File: config.mk
export PLATFORM = sky130hd
export DESIGN_NAME = input_debouncer
export DESIGN_NICKNAME = d
export VERILOG_FILES = /design/src/rtl/input_debouncer.sv
export SDC_FILE = /design/constraint.sdc
export NUM_CORES = 1
export LEC_CHECK = 0
export CAP_MARGIN = 15
export CELL_PAD_IN_SITES_DETAIL_PLACEMENT = 1
export CELL_PAD_IN_SITES_GLOBAL_PLACEMENT = 1
export CORE_UTILIZATION = 34
export CTS_CLUSTER_DIAMETER = 200
export CTS_CLUSTER_SIZE = 16
export DETAILED_ROUTE_END_ITERATION = 12
export PLACE_DENSITY = 0.71
export SYNTH_ARGS = -nofsm -noshare
export SYNTH_HDL_FRONTEND = slang
export SYNTH_SLANG_ARGS = --single-unit
export TNS_END_PERCENT = 50
File: constraint.sdc
create_clock -name clk -period 4.7 [get_ports clk]
set_input_delay 0.94 -clock clk [delete_from_list [all_inputs] [get_ports clk]]
set_output_delay 0.94 -clock clk [all_outputs]
set_load 0.02 [all_outputs]
File: src/rtl/input_debouncer.sv
// rtl/input_debouncer.sv - two-flop synchronizer plus four-state debounce FSM; optional edge pulses under INPUT_DEBOUNCER_EDGE_EN
module input_debouncer #(
  parameter int CNT_WIDTH     = 16,
  parameter int STABLE_CYCLES = 1000
) (
  input  logic clk,
  input  logic n_rst,
  input  logic noisy_in,
  output logic clean_out,
  output logic rise_pulse,
  output logic fall_pulse,
  output logic busy
);

  // Stable levels sit at even codes, candidate levels at odd codes.
  typedef enum logic [1:0] {
    IDLE_LOW   = 2'd0,
    CHECK_HIGH = 2'd1,
    IDLE_HIGH  = 2'd2,
    CHECK_LOW  = 2'd3
  } state_t;

  // Last count value of a qualification window; reaching it with the input
  // still at the candidate level accepts the new level.
  localparam logic [CNT_WIDTH-1:0] TERM_CNT = CNT_WIDTH'(STABLE_CYCLES - 1);

  logic                 sync1;
  logic                 sync_in;
  state_t               state;
  state_t               state_next;
  logic [CNT_WIDTH-1:0] cnt;
  logic [CNT_WIDTH-1:0] cnt_next;
  logic                 clean_next;
  logic                 busy_next;

`ifndef SYNTHESIS
  // Catch parameter sets whose terminal count cannot be represented.
  initial begin
    if (STABLE_CYCLES < 2 || longint'(STABLE_CYCLES) > (longint'(1) << CNT_WIDTH)) begin
      $error("input_debouncer: STABLE_CYCLES=%0d outside 2..2**CNT_WIDTH (CNT_WIDTH=%0d)",
             STABLE_CYCLES, CNT_WIDTH);
    end
  end
`endif

  // Bring the asynchronous input into the clk domain.
  always_ff @(posedge clk or negedge n_rst) begin
    if (!n_rst) begin
      sync1   <= 1'b0;
      sync_in <= 1'b0;
    end else begin
      sync1   <= noisy_in;
      sync_in <= sync1;
    end
  end

  // Next-state, counter and next-output decode; a revert always beats the
  // terminal count, so a window that is interrupted never emits anything.
  always_comb begin
    state_next = state;
    cnt_next   = cnt;
    case (state)
      IDLE_LOW: begin
        if (sync_in) begin
          state_next = CHECK_HIGH;
          cnt_next   = '0;
        end
      end
      CHECK_HIGH: begin
        if (!sync_in) begin
          state_next = IDLE_LOW;
        end else if (cnt == TERM_CNT) begin
          state_next = IDLE_HIGH;
        end else begin
          cnt_next = cnt + 1'b1;
        end
      end
      IDLE_HIGH: begin
        if (!sync_in) begin
          state_next = CHECK_LOW;
          cnt_next   = '0;
        end
      end
      CHECK_LOW: begin
        if (sync_in) begin
          state_next = IDLE_HIGH;
        end else if (cnt == TERM_CNT) begin
          state_next = IDLE_LOW;
        end else begin
          cnt_next = cnt + 1'b1;
        end
      end
      default: begin
        state_next = IDLE_LOW;
        cnt_next   = '0;
      end
    endcase
    clean_next = (state_next == IDLE_HIGH) || (state_next == CHECK_LOW);
    busy_next  = (state_next == CHECK_HIGH) || (state_next == CHECK_LOW);
  end

  // State, counter and level outputs all move on the same edge.
  always_ff @(posedge clk or negedge n_rst) begin
    if (!n_rst) begin
      state     <= IDLE_LOW;
      cnt       <= '0;
      clean_out <= 1'b0;
      busy      <= 1'b0;
    end else begin
      state     <= state_next;
      cnt       <= cnt_next;
      clean_out <= clean_next;
      busy      <= busy_next;
    end
  end

`ifdef INPUT_DEBOUNCER_EDGE_EN
  logic rise_next;
  logic fall_next;

  // A pulse is raised only on an accepted level change, never on a revert.
  always_comb begin
    rise_next = (state == CHECK_HIGH) && (state_next == IDLE_HIGH);
    fall_next = (state == CHECK_LOW)  && (state_next == IDLE_LOW);
  end

  // Pulse registers share the state edge, so they line up with clean_out.
  always_ff @(posedge clk or negedge n_rst) begin
    if (!n_rst) begin
      rise_pulse <= 1'b0;
      fall_pulse <= 1'b0;
    end else begin
      rise_pulse <= rise_next;
      fall_pulse <= fall_next;
    end
  end
`else
  assign rise_pulse = 1'b0;
  assign fall_pulse = 1'b0;
`endif

endmodule

# Yosys cells after proc, flatten, opt, wreduce, memory -nomap -nowiden
# Index checks and enable logic that the tools add are counted.
# classes
addsub	1
eq_ne	11
muxes	13
n_reduce_logical	4
# ops
op	n
2-to-1 mux 16 bit	5
case mux 16 bit (4 select lines)	1
adder 16 x 1 -> 16 bit, second input constant	1
== test 16 x 10 -> 1 bit, second input constant	1
2-to-1 mux 2 bit	6
== test 2 bit, second input constant	4
!= test 2 bit, second input constant	4
case mux 2 bit (4 select lines)	1
== test 2 x 1 -> 1 bit, second input constant	2
AND reduction 4 bit	1
logical NOT 2 bit	1
logical OR 1 bit	2
# word_totals
ff_bits	22
input_bits	3

# Depth between registers and ports, before layout
# logic_depth
ltp_word	6
ltp_mapped	6
mapped_depth_nobuf	6

# Worst setup path after synthesis
# OpenSTA, ideal clock, no wires.
# synth_timing
path_type	flip-flop to flip-flop
startpoint	register cnt[0]
endpoint	register clean_out
setup_ps	125
arrival_ps	1552
t_required_ps	4575
path_slack_ps	3024
stages_incl_launch_ff	6
period_less_slack_ps	1676
path_cell_list	dfrtp_1 ha_1 nand2_1 or3_1 nor2_1 mux2_2
# synth_between
elab_chain_cells	6
word_cells_on_any_way	9
classes_between	eq/ne (3); mux (5); reduce/logical (1)
# synth_lines
element	line	source
from (decl)	31	logic [CNT_WIDTH-1:0] cnt;
from (signal assigned)	111	cnt <= cnt_next;
== test 16 x 10 -> 1 bit (*)	72, 87	
2-to-1 mux 2 bit (on tied branches)	87, 72	
2-to-1 mux 2 bit (on tied branches)	85, 70	
case mux 2 bit (4 select lines) (*)	62	case (state)
== test 2 bit	98	clean_next = (state_next == IDLE_HIGH) || (state_next == CHECK_LOW);
logical OR 1 bit (*)	98	
net clean_next	33	logic clean_next;
to (signal assigned)	112	clean_out <= clean_next;
to (decl)	9	output logic clean_out,
# The timed path passes the listed nets; every way through them passes the cells marked *.
# A chain may end at the register's enable or synchronous reset.

# Worst setup path in the final report
# layout_timing
startpoint	register clean_out
endpoint	output clean_out
# No word-level cell between the ends.

==> impl_summary.txt <==
----------------------------------------------------
[Setup path]
  Worst path buffer plus inverter count ... 1
  Worst path max stage delay ... 640 ps
  Cell chain of the critical path ... clkdlybuf4s50_1
  Master of the slowest instance on the critical path ... clkdlybuf4s50_1
  CP startpoint kind ... flop
  CP endpoint kind ... output port
  CP top delay family ... buffers and inverters
  Biggest fanout along the worst timing path ... 4
  Arrival time at the worst endpoint ... 1410 ps
  Path type of the worst setup path ... reg -> out
  Critical Path RT ... 3760 ps

[Floorplanning]
  Horizontal die dimension ... 59.3 µm
  Die area ... 3520 µm²
  Starting density of the core ... 36.3%
  Row Count ... 20
  I/O Pins ... 7
  Core region area ... 3080 µm²
  DIE HEIGHT ... 59.3 µm

[Final layout]
  Number of nets in the finished design ... 125
  Total inserted antenna cells ... 0
  Post-route cell area ... 1210 µm²
  Fraction of final layout cells sized beyond drive strength 1 ... 6.67%
  Area growth from synthesis to layout ... 8.30%
  Seq. cell area ... 526 µm²
  Fill count ... 376
  Multi-input logic area ... 539 µm²

[Synth]
  Post-Synthesis Cell Area ... 1120 µm²
  Count of distinct cell types in the synthesized netlist ... 40
  Area share of the largest cell type after synthesis ... 47.1%
  Most area-consuming cells after synthesis ... dfrtp_1, nand2_1, and3_1
  YS warnings ... 0
  Count of flip-flops with a built-in enable after synthesis ... 0
  Average cell area after synthesis ... 9.54 µm²
  Primary FF master, synth ... dfrtp_1
  Sequential-to-total area share from yosys stat ... 47.1%
  Synth area leader ... dfrtp_1
  Synthesized netlist cell count ... 117
  Commonest cells in the netlist ... dfrtp_1, nand2_1, and3_1, o21ai_0, inv_1
  Total of flip-flops plus latches after synthesis ... 21
  Top-count cell post-synth ... dfrtp_1
  Fraction of registers with async set or reset after synthesis ... 100%

[Route]
  Total wire length after detailed routing ... 2530 µm
  Post-detailed-route via-to-cell ratio ... 5.43
  Drt wl/cell ... 15.4 µm
  Number of design-rule violations left by the first detailed-router iteration ... 21
  ANT nets after route ... 0
  # DRC ... 0
  Number of search-and-repair iterations in the first detailed-routing pass ... 4
  Detailed-route via count ... 891

[STA]
  Max-slew violation count ... 0
  RSZ-0062 raised after global routing ... no
  Max-slew headroom at the worst pin ... 31.1%
  Crit path time final ... 2350 ps
  Final setup violation count ... 0
  Final Skew ... 2.95 ps
  Transition at the pin with the smallest max-transition slack ... 1030 ps
  Post-route clock period utilization ... 49.9%
  Final hold viol count ... 0
  Final worst hold slack ... 377 ps
  Maximum clock rate ... 426 MHz
  Aggregate negative setup slack ... 0 ps

[CTS]
  Root Buffer ... clkbuf_4
  Clock tree from TritonCTS ... done
  Quantity of hold-fixing buffers added after cts ... 0
  Post-CTS Setup Bufs ... 0
  Post-CTS clock slew at the launch and capture registers of the worst setup and hold paths ... 120 ps
  Max Root-Sink Buffers ... 2
  Resize count post-CTS ... 0
  Number of levels in the clock H-tree ... 1
  Skew-Pair Late Insertion Delay ... 310 ps
  Number of sinks driven by the clock tree ... 21
  Total clock buffers created by CTS ... 3

[GRT]
  Number of global-route vias before repair ... 955
  Antenna violations before repair ... 0
  Congestion Overflow GR ... 0
  Wire length of the first global-routing pass ... 4430 µm
  All-layer global routing usage ... 17.1%
  Maximum number of pins on one net before global-route repair ... 22

[Place]
  Post-detailed-placement half-perimeter wirelength ... 1850 µm
  Post-Place Cell Area ... 1180 µm²
  Routability-driven placement congestion ratio ... 0.778
  Number of port buffers ... 4

[Power and ir drop]
  Leakage Power ... 0.509 nW
  IR Drop Worst-Case VDD ... 133 µV
  Power density relative to cell area ... 275 nW/µm²

[Outcome]
  Status ... finished, final reports clean

[Hold path]
  Worst min path class ... reg -> reg

[Flow run]
  Number of max-cap violations ... 0

----------------------------------------------------
[kinds of logic after synthesis]
kind of cell	Yosys count	synth area share, %
compound gates	26	15.8
xor+xnor	3	3.03
fa+ha+maj	1	1.12
buf+inv	12	4.93
flops	21	47.1
mux	3	2.80
other cells	1	0.336
simple gates	50	24.9
[area by class of cell]
class / instances / share of cell area (%)
tap: 44 / 4.55
timing repair buffer: 4 / 3.31
inverter: 6 / 1.86
multi-input combinational: 85 / 44.6
clock buffer: 4 / 2.17
sequential: 21 / 43.5
[flip-flops by register name, indices dropped and copies added, names as in the netlist]
register and cells:
state 1, sync_in 1, clean_out 1, busy 1, sync1 1, cnt 16
[routing by layer]
layer | wire length (µm) | up-vias | share of wire [%] | global-route usage, %
li1 | - | 434 | - | -
met1 | 1230 | 445 | 49 | 21.9
met2 | 1200 | 7 | 48 | 27.6
met3 | 43 | 5 | 1.7 | 2.18
met4 | 52 | 0 | 2.1 | 9.52
met5 | 0 | - | 0 | 0
[power breakdown]
group / leakage, nW / internal (mW) / switching, mW
Sequential: 0.281 / 0.190 / 0.0174
Combinational: 0.213 / 0.0139 / 0.0202
Clock: 0.0150 / 0.0332 / 0.0570
Total: 0.509 / 0.237 / 0.0947
[worst paths after layout]
kind                       slack (ps)        end      start  cells after the start
max reg2reg                      2430    cnt[13]  clean_out                      4
min                               380    sync_in      sync1                      0
min reg2reg                       380    sync_in      sync1                      0
max in group asynchronous        2980     cnt[0]      n_rst                      1
min in group asynchronous        1140    cnt[13]      n_rst                      1
max                              2350  clean_out  clean_out                      1
[cells in the final DEF, fill, tap and decap left out, types with 3 or more instances in the layout]
| cell | Yosys | layout |
|---|---|---|
| nand3_1 | 5 | 5 |
| inv_1 | 6 | 6 |
| and3_1 | 7 | 7 |
| nor2_1 | 5 | 5 |
| dfrtp_1 | 21 | 21 |
| clkbuf_4 | 0 | 3 |
| or4_1 | 4 | 4 |
| o21ai_0 | 7 | 7 |
| nand2_1 | 12 | 12 |
| a21oi_1 | 5 | 5 |
| nor3_1 | 4 | 4 |
| o31ai_1 | 3 | 3 |
| clkdlybuf4s50_1 | 0 | 4 |
[per-stage QoR]
stage | util [%] | std cells | setup WS [ps] | power (mW)
after floorplan | - | 118 | 3020 | 0.234
after global placement | 38.4 | 160 | 2570 | 0.244
after detailed placement | 38.4 | 160 | 2400 | 0.247
after CTS | 39.3 | 164 | 2330 | 0.339
after global routing | 39.3 | 164 | 2210 | 0.351
final | 39.3 | 164 | 2350 | 0.332
Power figures use the tool's default switching activity.
